==> src/rtl/fetch_pkg.sv <==
// Shared types and constants for the instruction fetch sequencer.
package fetch_pkg;

  localparam int unsigned BYTES_PER_INSTR = 4;
  localparam int unsigned PC_STEP         = 4;
  localparam int unsigned CNT_W           = $clog2(BYTES_PER_INSTR);
  localparam int unsigned INSTR_W         = 8 * BYTES_PER_INSTR;

  typedef enum logic [1:0] {
    IDLE,
    ISSUE,
    DRAIN,
    VALID
  } fetch_state_e;

  typedef logic [CNT_W-1:0] byte_cnt_t;

endpackage

==> src/rtl/instr_byte_assembler.sv <==
// Collects the bytes of one instruction into slots and presents them big-endian.
module instr_byte_assembler
  import fetch_pkg::*;
(
  input  logic               clk,
  input  logic               rst_n,
  input  logic               clr,
  input  logic               wr_en,
  input  byte_cnt_t          slot,
  input  logic [7:0]         wdata,
  output logic [INSTR_W-1:0] word
);

  logic [7:0] slot_q [BYTES_PER_INSTR];

  // Clear wins over a write so a flushed fetch leaves nothing behind.
  always_ff @(posedge clk) begin
    if (!rst_n || clr) begin
      for (int i = 0; i < int'(BYTES_PER_INSTR); i++) begin
        slot_q[i] <= '0;
      end
    end else if (wr_en) begin
      slot_q[slot] <= wdata;
    end
  end

  assign word = {slot_q[0], slot_q[1], slot_q[2], slot_q[3]};

endmodule

==> src/rtl/fetch_sequencer.sv <==
// Byte-serial instruction fetch: owns the PC, reads four bytes, hands one word to decode.
module fetch_sequencer
  import fetch_pkg::*;
#(
  parameter int unsigned ADDR_W   = 10,
  parameter logic [31:0] RESET_PC = 32'h0000_0000
) (
  input  logic               clk,
  input  logic               rst_n,
  input  logic               fetch_en,
  input  logic               redirect_valid,
  input  logic [31:0]        redirect_pc,
  output logic               mem_rd_en,
  output logic [ADDR_W-1:0]  mem_addr,
  input  logic [7:0]         mem_rdata,
  output logic               instr_valid,
  input  logic               instr_ready,
  output logic [INSTR_W-1:0] instr,
  output logic [31:0]        instr_pc,
  output logic               busy
);

  localparam byte_cnt_t LAST_CNT = CNT_W'(BYTES_PER_INSTR - 1);

  fetch_state_e      state_q, state_d;
  logic [31:0]       pc_q, pc_d, instr_pc_d;
  byte_cnt_t         cnt_q, cnt_d, slot_q;
  logic              pending_q;
  logic              handshake;
  logic [ADDR_W-1:0] addr_d;
  logic              unused_redirect_lsb;

  assign handshake           = instr_valid & instr_ready;
  assign unused_redirect_lsb = ^redirect_pc[1:0];

  // State register.
  always_ff @(posedge clk) begin
    if (!rst_n) begin
      state_q <= IDLE;
    end else begin
      state_q <= state_d;
    end
  end

  // Next state, PC and byte counter; redirect overrides everything else.
  always_comb begin
    state_d    = state_q;
    pc_d       = pc_q;
    cnt_d      = cnt_q;
    instr_pc_d = instr_pc;
    unique case (state_q)
      IDLE: begin
        if (fetch_en) begin
          state_d = ISSUE;
          cnt_d   = '0;
        end
      end
      ISSUE: begin
        if (cnt_q == LAST_CNT) begin
          state_d = DRAIN;
          cnt_d   = '0;
        end else begin
          cnt_d = cnt_q + CNT_W'(1);
        end
      end
      DRAIN: begin
        state_d    = VALID;
        instr_pc_d = pc_q;
      end
      VALID: begin
        if (handshake) begin
          pc_d    = pc_q + 32'(PC_STEP);
          cnt_d   = '0;
          state_d = fetch_en ? ISSUE : IDLE;
        end
      end
      default: state_d = IDLE;
    endcase
    if (redirect_valid) begin
      pc_d    = {redirect_pc[31:2], 2'b00};
      cnt_d   = '0;
      state_d = fetch_en ? ISSUE : IDLE;
    end
    addr_d = (state_d == ISSUE) ? pc_d[ADDR_W-1:0] + ADDR_W'(cnt_d) : '0;
  end

  // Datapath and registered outputs, decoded from the next state.
  always_ff @(posedge clk) begin
    if (!rst_n) begin
      pc_q        <= RESET_PC;
      cnt_q       <= '0;
      slot_q      <= '0;
      pending_q   <= 1'b0;
      mem_rd_en   <= 1'b0;
      mem_addr    <= '0;
      instr_valid <= 1'b0;
      instr_pc    <= '0;
      busy        <= 1'b0;
    end else begin
      pc_q        <= pc_d;
      cnt_q       <= cnt_d;
      slot_q      <= cnt_q;
      pending_q   <= mem_rd_en & ~redirect_valid;
      mem_rd_en   <= (state_d == ISSUE);
      mem_addr    <= addr_d;
      instr_valid <= (state_d == VALID);
      instr_pc    <= instr_pc_d;
      busy        <= (state_d != IDLE);
    end
  end

  instr_byte_assembler u_asm (
    .clk   (clk),
    .rst_n (rst_n),
    .clr   (redirect_valid),
    .wr_en (pending_q),
    .slot  (slot_q),
    .wdata (mem_rdata),
    .word  (instr)
  );

endmodule

==> config.mk <==
export PLATFORM = sky130hd
export DESIGN_NAME = fetch_sequencer
export DESIGN_NICKNAME = d
export VERILOG_FILES = /design/src/rtl/fetch_pkg.sv /design/src/rtl/instr_byte_assembler.sv /design/src/rtl/fetch_sequencer.sv
export SDC_FILE = /design/constraint.sdc
export NUM_CORES = 1
export LEC_CHECK = 0
export BUFFER_PORTS_ARGS = -buffer_cell sky130_fd_sc_hd__buf_2
export CAP_MARGIN = 40
export CELL_PAD_IN_SITES_DETAIL_PLACEMENT = 1
export CELL_PAD_IN_SITES_GLOBAL_PLACEMENT = 1
export CORE_MARGIN = 2
export CORE_UTILIZATION = 36
export CTS_CLUSTER_SIZE = 14
export DETAILED_ROUTE_END_ITERATION = 8
export HOLD_SLACK_MARGIN = 0.12
export PLACE_DENSITY_LB_ADDON = 0.12
export SLEW_MARGIN = 20
export SYNTH_ARGS = -nofsm -noshare
export SYNTH_HDL_FRONTEND = slang
export SYNTH_SLANG_ARGS = --single-unit
==> constraint.sdc <==
create_clock -name clk -period 3 [get_ports clk]
set_input_delay 0.6 -clock clk [delete_from_list [all_inputs] [get_ports clk]]
set_output_delay 0.6 -clock clk [all_outputs]
set_load 0.02 [all_outputs]
==> results.md <==
- Status: completed
- Core area: 13300 sq um
- CTS Buf Count: 17
- Avg Cell Area, Syn: 9.65 sq um
- Hold Path Class: in2reg
- Yosys warns: 0
- Endpoints failing hold: 0
- Global-route wire length before repair: 21900 microns
- Final Skew: 0.00828 ns
- DRC Markers: 0
- Critical R2R Launch: instr_valid
- Flop-to-flop setup slack: 0.15 ns
- Setup crit start: instr_valid
- Area Overhead vs Synth: 30.6%
- Synth Net Count: 565
- Clock Path Buffers: 2
- Clk slew on worst S/H paths: 0.05 ns
- Port bufs: 119
- Leakage: 2.69 nW
- CP Capture Type: register
- Final WL: 13500 microns
- GRT overflow: 0
- Pre-CTS setup slack: -0.209 ns
- Drt wl/cell: 16.1 microns
- Worst slew pin tran: 0.822 ns
- Clk sink count: 116
- Final Core Density: 48.6%
- Most frequent cells in the layout: buf_2, nand2_1, dfxtp_1
- Hold Buf Count CTS: 0
- Initial drt markers: 184
- Total GRT Usage: 19.3%
- Routability Congestion: 0.824
- Most used DFF post-synth: dfxtp_1
- RSZ-0062 raised after global routing: false
- Finish-stage setup viols: 0
- H-tree depth: 4
- Final Max Tran Viols: 0
- Pin count of the biggest net entering global routing: 67
- Reg2Reg Depth: 11
- Synth top area cells: dfxtp_1, edfxtp_1, nand2_1, a21boi_0, and2_1
- Post-route setup slack: 0.153 ns
- Share of layout cells above drive strength 1: 27.6%
- Via count: 4181
- Mapped Area: 4970 sq um
- Sequential share of the synthesized area: 53.2%
- Clock Root Buffer: clkbuf_16
- # diodes: 0
- Tcrit/Tclk final: 94.9%
- Layout Nets: 700
- Vias per cell: 4.98
- Synth top area share: 33.8%
- Fmax: 351 MHz
- Worst Path Required: 3.35 ns
- Yosys cell types: 51
- Die span in y: 121 microns
- Initial Util: 37.2%
- Area leader, netlist: dfxtp_1
- Commonest non-fill, non-tap cell in the layout: buf_2
- WS Path Type: reg2reg
- Crit path DAT: 3.19 ns
- Reg2reg end: mem_addr[9]
- EDFF count, synth: 32
- Pre-Repair DR Iteration Count: 4
- Die footprint: 14800 sq um
- Final Power: 4.13 mW
- Max cap viols: 0
- FFs w/ async S/R, synth: 0%
- Chip width: 121 microns
- Initial antenna violation count: 0
- Crit-path max FO: 4
- Clk Latency, worst-skew pair: 0.43 ns
- CP Capture Point: mem_addr[9]
- HPWL Detailed: 9330 microns
- Synth Instances: 515
- ANT nets after route: 0
- Cell Pwr Density: 636 nW/um^2
- CTS tree: built
- Worst vdd ir: 0.289 mV
- Seq cells post-synth: 116
- Vias in the first global route: 4294
- Worst rel slew slack: 45.1%
- Rows: 42
- Ports: 122
- CP Launch Type: register
- Crit path time final: 2.85 ns
## flip-flops by register name (all words and copies together) (netlist names)
register,count
instr_valid,1
mem_rd_en,1
state_q,2
pc_q,32
slot_q,2
mem_addr,10
u_asm.slot_q,32
pending_q,1
cnt_q,2
instr_pc,32
busy,1
## critical path, cell delays in order (launching register included)
cell     delay, ns
dfxtp_1       0.39
and3_1        0.19
o22ai_2       0.09
a32oi_1       0.25
or2_2         0.19
inv_1         0.04
ha_1          0.26
a21oi_1       0.08
a221o_1       0.31
or4_1         0.44
or3b_1        0.38
a21oi_1       0.15
## layer usage
metal,wire length [microns],part of all wire (%),track usage (%)
met3,556,4.1,5.36
met4,195,1.4,6.54
met2,6430,48,30.8
met5,0,0,0
met1,6340,47,25.2
## worst min path at each step
stage / to / startpoint / cells past startpoint / slack [ns]
3_3_place_gp: instr_pc[16] / instr_pc[16] / 2 / 0.45
3_5_place_dp: instr_pc[30] / instr_pc[30] / 2 / 0.46
5_1_grt: pc_q[11] / redirect_pc[11] / 2 / 0.41
4_1_cts: pc_q[11] / redirect_pc[11] / 2 / 0.41
6_report: pc_q[11] / redirect_pc[11] / 2 / 0.42
2_1_floorplan: pc_q[0] / pc_q[0] / 1 / 0.44
## where the power goes
group / switching (mW) / leakage (nW) / internal [mW]
combinational: 0.150 / 1.35 / 0.105
clock: 0.734 / 0.297 / 1.43
sequential: 0.0477 / 1.04 / 1.66
total: 0.932 / 2.69 / 3.20
## Yosys cell counts (all sizes together) (2+ instances only)
cell,n
nand2,85
dfxtp,84
and2,36
a21boi,33
edfxtp,32
a21oi,27
o21ai,25
clkbuf,24
xnor2,18
and3,16
nand3,15
nor2,13
nor2b,10
xor2,10
nand4,8
nor3,8
nor4,8
inv,7
and4,6
nand2b,5
or2,5
ha,4
o311ai,4
or3,4
buf,3
nor3b,3
a221o,2
a221oi,2
mux2i,2
## stage by stage
stage,area [sq um],std cells,hold WS [ns],setup TNS [ns]
finish,6490,839,0.421,0
global route,6490,839,0.414,0
CTS,6480,839,0.411,0
detailed placement,5850,807,0.460,-0.438
global placement,5840,806,0.451,-0.203
floorplan,4970,515,0.444,-0.0472
## logic make-up (layout without fill, tap and decap cells)
family                     after synthesis  count (layout)  share of synthesized area (%)
AOI/OAI and AO/OA                      104             104                           13.6
adders and majority gates                5               5                           1.41
xor gates and xnor gates                28              28                           4.93
buffers and inverters                   34             182                           2.90
DFF                                    116             116                           53.2
muxes                                    2               2                          0.403
and+or+nand+nor                        226             226                           23.6
## what timing repair did
item                       in CTS  in global routing
setup buffers                   0                  0
setup endpoints to repair       1                  2
gates resized for setup         1                  3
pin swaps                       0                  1
cloned                          0                  0
## cell type report
class                      count  area (sq um)
multi-input combinational    365          2190
fill                        1555          6860
clock inverter                12           176
inverter                       7          26.3
clock buffer                  20           457
timing repair buffer         143           773
tap                          176           220
sequential                   116          2650
Power figures use the tool's default switching activity.
